**src/rtl/syn_sum_pipe.sv**
```systemverilog
// syn_sum_pipe
//   Two-stage valid/ready pipelined four-operand adder/subtractor.
//   Stage 1 forms the pair sums p = a+b+cin and q = c+d (WIDTH+1 bits each).
//   Stage 2 forms total = p+q or p-q (WIDTH+2 bits) and registers the result.
//   The result is either wrapping (low bits plus a 2-bit carry-out) or
//   saturating, selected by SAT.
//
// Parameters
//   WIDTH      operand and sum width (>= 2)
//   SAT        0: wrapping result with cout, 1: saturating result, cout = 0
//
// Ports
//   clk        clock, rising edge
//   rst        asynchronous active-high reset
//   in_valid   operand beat present
//   in_ready   block accepts a beat this cycle
//   a, b, c, d unsigned operands
//   cin        carry-in added to the a+b pair
//   sub        0: a+b+c+d+cin, 1: (a+b+cin)-(c+d)
//   out_valid  result beat present
//   out_ready  downstream accepts the result
//   sum        result low WIDTH bits
//   cout       result bits [WIDTH+1:WIDTH]
//   ovf        result outside the unsigned WIDTH range

module syn_sum_pipe #(
    parameter int unsigned WIDTH = 8,
    parameter bit          SAT   = 1'b0
) (
    input  logic             clk,
    input  logic             rst,
    input  logic             in_valid,
    output logic             in_ready,
    input  logic [WIDTH-1:0] a,
    input  logic [WIDTH-1:0] b,
    input  logic [WIDTH-1:0] c,
    input  logic [WIDTH-1:0] d,
    input  logic             cin,
    input  logic             sub,
    output logic             out_valid,
    input  logic             out_ready,
    output logic [WIDTH-1:0] sum,
    output logic [1:0]       cout,
    output logic             ovf
);

    // ------------------------------------------------------------------
    // Handshake / load control
    // ------------------------------------------------------------------
    logic s1_valid_q;
    logic s2_valid_q;
    logic s1_load;
    logic s2_load;

    // A stage loads when it is empty or its current beat leaves this cycle.
    assign s2_load = !s2_valid_q || out_ready;
    assign s1_load = !s1_valid_q || s2_load;

    // Held low during reset so nothing is accepted while the pipe is cleared.
    assign in_ready  = s1_load && !rst;
    assign out_valid = s2_valid_q;

    // ------------------------------------------------------------------
    // Stage 1: pair sums
    // ------------------------------------------------------------------
    logic [WIDTH:0] p_d;
    logic [WIDTH:0] q_d;
    logic [WIDTH:0] p_q;
    logic [WIDTH:0] q_q;
    logic           sub_q;

    always_comb begin
        p_d = {1'b0, a} + {1'b0, b} + {{WIDTH{1'b0}}, cin};
        q_d = {1'b0, c} + {1'b0, d};
    end

    always_ff @(posedge clk or posedge rst) begin
        if (rst) begin
            s1_valid_q <= 1'b0;
            p_q        <= '0;
            q_q        <= '0;
            sub_q      <= 1'b0;
        end else if (s1_load) begin
            // Clears the flag when the held beat moves on and nothing replaces it.
            s1_valid_q <= in_valid;
            if (in_valid) begin
                p_q   <= p_d;
                q_q   <= q_d;
                sub_q <= sub;
            end
        end
    end

    // ------------------------------------------------------------------
    // Stage 2: combine pair sums, format result
    // ------------------------------------------------------------------
    logic [WIDTH+1:0] p_ext;
    logic [WIDTH+1:0] q_ext;
    logic [WIDTH+1:0] total;
    logic             ovf_d;
    logic [WIDTH-1:0] sum_d;
    logic [1:0]       cout_d;

    logic [WIDTH-1:0] sum_q;
    logic [1:0]       cout_q;
    logic             ovf_q;

    always_comb begin
        p_ext = {1'b0, p_q};
        q_ext = {1'b0, q_q};
        // Subtraction wraps modulo 2^(WIDTH+2).
        total = sub_q ? (p_ext - q_ext) : (p_ext + q_ext);

        // Add overflows past WIDTH bits; subtract underflows when p < q.
        ovf_d = sub_q ? (p_q < q_q) : (total[WIDTH+1:WIDTH] != 2'b00);

        sum_d  = total[WIDTH-1:0];
        cout_d = total[WIDTH+1:WIDTH];

        if (SAT) begin
            cout_d = 2'b00;
            if (ovf_d) begin
                // Clamp to the range edge on the side the result left.
                sum_d = sub_q ? '0 : '1;
            end
        end
    end

    always_ff @(posedge clk or posedge rst) begin
        if (rst) begin
            s2_valid_q <= 1'b0;
            sum_q      <= '0;
            cout_q     <= 2'b00;
            ovf_q      <= 1'b0;
        end else if (s2_load) begin
            s2_valid_q <= s1_valid_q;
            // Result registers only change when a real beat moves in, so the
            // outputs stay stable while stalled or idle.
            if (s1_valid_q) begin
                sum_q  <= sum_d;
                cout_q <= cout_d;
                ovf_q  <= ovf_d;
            end
        end
    end

    assign sum  = sum_q;
    assign cout = cout_q;
    assign ovf  = ovf_q;

endmodule

```
**config.mk**
```make
export PLATFORM = sky130hd
export DESIGN_NAME = syn_sum_pipe
export DESIGN_NICKNAME = d
export VERILOG_FILES = /design/src/rtl/syn_sum_pipe.sv
export SDC_FILE = /design/constraint.sdc
export NUM_CORES = 1
export LEC_CHECK = 0
export CAP_MARGIN = 0
export CORE_UTILIZATION = 53
export DETAILED_ROUTE_END_ITERATION = 8
export HOLD_SLACK_MARGIN = 0.15
export PLACE_DENSITY_LB_ADDON = 0.05
export SKIP_CTS_REPAIR_TIMING = 1
export SYNTH_ARGS = -nofsm -noshare
export SYNTH_HDL_FRONTEND = slang
export SYNTH_SLANG_ARGS = --single-unit
```
**constraint.sdc**
```tcl
create_clock -name clk -period 2.75 [get_ports clk]
set_input_delay 0.55 -clock clk [delete_from_list [all_inputs] [get_ports clk]]
set_output_delay 0.55 -clock clk [all_outputs]
set_load 0.005 [all_outputs]
```
After elaboration in Yosys (flattened, before gate mapping)
Index checks and enable logic that the tools add are counted.
- multipliers: 0
- order comparisons: 1
- bitwise gates (word level): 0
- muxes and demuxes: 2
- add/subtract/negate cells: 5
- eq/ne operators: 0
- shift-type cells: 0
- div/mod/pow operators: 0
- reduce and logical (&&, ||, !) cells: 9
- operator list (cell ; count):
    adder 8 x 8 -> 9 bit ; 2
    adder 9 x 9 -> 10 bit ; 1
    two-way mux 10 bit ; 1
    subtractor 9 x 9 -> 10 bit ; 1
    adder 9 x 1 -> 9 bit ; 1
    < comparator 9 bit ; 1
    AND reduction 2 bit ; 2
    logical NOT 1 bit ; 3
    logical OR 1 bit ; 2
    nonzero test 2 bit ; 1
    logical AND 1 bit ; 1
    two-way mux 1 bit ; 1
- memories kept: 0
- RAM bits: 0
- input bits: 38
- logic and storage cells: 25
- latch bits: 0
- register bits after elaboration: 32
- output and inout port bits: 13
- ROM bits: 0

Longest topological paths before layout
- word-level depth: 4
- mapped depth: 9
- mapped depth without buffers: 9

Worst setup path before layout
No wires, ideal clock.
- path kind: input to register
- from: in a[0]
- to: reg p_q[8]
- arrival time: 2.175 ns
- stages on the path: 9
- path buffers: 0
- slack: 0.446 ns
- setup time: 0.129 ns
- required time: 2.621 ns
- cell sequence: fa_1 -> inv_1 -> fa_1 -> nor2b_1 -> o21ai_0 -> a21oi_1 -> o21a_1 -> o21a_1 -> o41a_1
- longest elaborated chain between the ends: 2
- RTL lines (element ; line ; text):
    start, declared ; 34 ; input logic [WIDTH-1:0] a,
    adder 8 x 8 -> 9 bit ; 73 ; p_d = {1'b0, a} + {1'b0, b} + {{WIDTH{1'b0}}, cin};
    adder 9 x 1 -> 9 bit ; 73 ;
    end signal, assigned ; 87 ; p_q <= p_d;
    end, declared ; 68 ; logic [WIDTH:0] p_q;
Every way passes these cells.
A chain may end at the register's enable or synchronous reset.

Worst setup path in the final report
Ends and elaborated chain as after synthesis.

==> run summary <==
================================================================================
Post-detailed-route wirelength per cell ...........................      12.7 um
Synth Instances ...................................................          306
Post-DP HPWL ......................................................      4330 um
Worst Tran Pin Value ..............................................     0.528 ns
Library cell used as clock root buffer ............................     clkbuf_8
I/O pin count .....................................................           51
Global-route congestion overflow total ............................            0
Internal power ....................................................      1.50 mW
Die Y .............................................................      72.6 um
Tightest slew margin relative to the limit ........................        0.648
TritonRoute pass-1 iters ..........................................            5
Share of the core filled with cells in the final layout ...........        0.704
Maximum number of buffers from clock root to sink .................            2
Number of synthesis warnings ......................................            0
Data required time at the worst endpoint ..........................      2.91 ns
Fraction of registers with async set or reset after synthesis .....         1.00
Total CTS buffers .................................................            5
Max incr delay on CP ..............................................      0.45 ns
Cell types with the highest counts after synthesis ................ 33 x ha_1, 33 x o21ai_0, 32 x dfrtp_1, 32 x inv_1, 32 x nand2_1
Sink count of the clock tree ......................................           32
Via count of the first global-routing pass ........................         2124
Topmost layer with routed signal wires ............................         met4
Count of maximum capacitance violations ...........................            0
Sw frac ...........................................................        0.356
Routed WL .........................................................      5430 um
Reg clk slew, reported paths ......................................      0.07 ns
Setup Viol. Count Final ...........................................            0
Syn Nets ..........................................................          382
Width of the chip .................................................      72.6 um
GP Congestion .....................................................        0.874
Worst-case vdd ir drop ............................................     0.335 mV
Routed length on met2 .............................................      2670 um
Overall Global Routing Usage ......................................        0.223
Syn Std Cell Area .................................................    2640 um^2
Drc violations ....................................................            0
Comb pwr share ....................................................        0.481
Crit share post-route .............................................        0.938
Port-buffer cells .................................................           50
Count of inserted antenna diode cells .............................            0
Net count of the finished layout ..................................          436
Routed met3 length ................................................       167 um
Via density per instance ..........................................         5.35
Top FF cell, synth ................................................      dfrtp_1
Top cell type by total area after synthesis .......................      dfrtp_1
Cell-by-cell listing of the critical path ......................... clkdlybuf4s50_1, fa_1, inv_1, fa_1, nor2b_1, o21ai_0, a21oi_1, o21a_1, o21a_1, o41a_1
Clock share of power ..............................................        0.213
FILL cells ........................................................          407
CP Class ..........................................................       in2reg
Final worst clock skew ............................................   0.00707 ns
Distinct cells, synth .............................................           49
Post-DRT Antenna Nets .............................................            0
Number of rows in the core area ...................................           25
First-pass GRT wire length ........................................      9320 um
Setup repair after global routing missed its margin ...............        false
Sequential-to-total area share from yosys stat ....................        0.303
Total of flip-flops plus latches after synthesis ..................           32
Final setup TNS ...................................................         0 ns
Run status ........................................................ complete, no violations
Sequential fraction of design power ...............................        0.306
Net switching component of the power ..............................     0.827 mW
Number of enable-type register cells in the synthesized netlist ...            0
Pwr Density .......................................................  693 nW/um^2
Post-route met1 wirelength ........................................      2540 um
Clock tree from TritonCTS .........................................        built
Starting utilization of the core area .............................        0.555
H-tree level count ................................................            2
Pin count of the biggest net entering global routing ..............           33
Number of hold-slack violations in the final timing report ........            0
Max Transition Viols Final ........................................            0
Number of antenna violations at the first check in global routing .            0
Leakage power of the design .......................................      1.52 nW
Post-layout min period ............................................      2.58 ns
DRC marker count from the first detailed-route iteration ..........          173
Top cells by area, synth .......................................... dfrtp_1 30%, ha_1 16%, o21ai_0 6.3%
Via count .........................................................         2289
Startpoint class of the critical path .............................    input pin
Core outline area .................................................    4750 um^2
Layout overhead on the synthesized area ...........................        26.9%
Crit end category .................................................     register
Synth Area per Inst ...............................................    8.63 um^2
Cell with the largest stage delay on the worst path ...............         fa_1
Total Die Area ....................................................    5270 um^2
Share of cells above drive strength 1 .............................       0.0499
Worst hold path class .............................................      reg2reg
Max Fclk ..........................................................      388 MHz
Clock latency at the later pin of the worst-skew pair .............      0.28 ns
Crit Path Max Fanout ..............................................            2
Area share of the leading cell type in the synthesized netlist ....        0.303
Signal arrival time at the worst endpoint .........................      2.74 ns
================================================================================
## registers in the layout, indices dropped and copies added (netlist names)
name and cells:
p_q 9, q_q 9, sum 8, cout 2
out_valid 1, ovf 1, s1_valid_q 1, sub_q 1
## layout by cell type, fill, tap and decap left out, types with 10 or more instances in the layout
| master | count |
|---|---|
| a21oi_1 | 17 |
| nor2_1 | 13 |
| ha_1 | 33 |
| inv_1 | 32 |
| xnor2_1 | 10 |
| nand2_1 | 32 |
| o21ai_0 | 33 |
| nor3_1 | 10 |
| clkdlybuf4s50_1 | 50 |
| dfrtp_1 | 32 |
## area by class of cell
type / count / area, um^2 / area share
Clock buffer: 7 / 96.3 / 0.0288
Tap cell: 67 / 83.8 / 0.0250
Multi-Input combinational cell: 232 / 1670 / 0.497
Sequential cell: 32 / 801 / 0.239
Inverter: 32 / 120 / 0.0359
Timing Repair Buffer: 57 / 553 / 0.165
Clock inverter: 1 / 30.0 / 0.00897
## metrics by stage
step                      setup WS, ns  hold slack [ns]  area (um^2)  cells  power, mW
after global routing          0.000313            0.499         3350    428       2.51
after CTS                        0.147            0.482         3350    428       2.33
after floorplan                  0.446            0.473         2640    306       1.46
final                            0.170            0.475         3350    428       2.32
after global placement         -0.0968            0.460         3220    420       1.80
after detailed placement        -0.148            0.467         3220    420       1.83
## routing by layer
layer  GRT usage  vias to the layer above
met5           0                        -
met4      0.0479                        0
met3      0.0387                        4
met2       0.395                       51
met1       0.285                     1056
li1            -                     1178
## power groups by stage
stage,combinational (mW),sequential (mW),clock [mW]
final,1.12,0.710,0.494
after global routing,1.27,0.727,0.522
after CTS,1.12,0.712,0.498
after detailed placement,1.11,0.720,0
after global placement,1.09,0.713,0
after floorplan,0.760,0.703,0
## critical path: cells and delay by family
kind | cells | cell delay (ns)
compound gates | 5 | 1.02
fa+ha+maj | 2 | 0.63
buf+inv | 2 | 0.51
simple gates | 1 | 0.05
## cell families after synthesis
logic type | synth area share
buf+inv | 0.0659
mux | 0.00758
compound gates | 0.200
flops | 0.303
fa+ha+maj | 0.194
xor+xnor | 0.0464
simple gates | 0.183
## final timing paths
kind | from | end | slack [ns] | depth (start not counted)
max | a[0] | p_q[8]$_DFFE_PP0P_ | 0.17 | 10
min | cout[0]$_DFFE_PP0P_ | cout[0]$_DFFE_PP0P_ | 0.47 | 2
max reg2reg | q_q[0]$_DFFE_PP0P_ | ovf$_DFFE_PP0P_ | 0.46 | 8
min reg2reg | cout[0]$_DFFE_PP0P_ | cout[0]$_DFFE_PP0P_ | 0.47 | 2
max in group asynchronous | rst | out_valid$_DFFE_PP0P_ | 1.70 | 3
min in group asynchronous | rst | p_q[4]$_DFFE_PP0P_ | 0.75 | 3
Power figures use the tool's default switching activity.
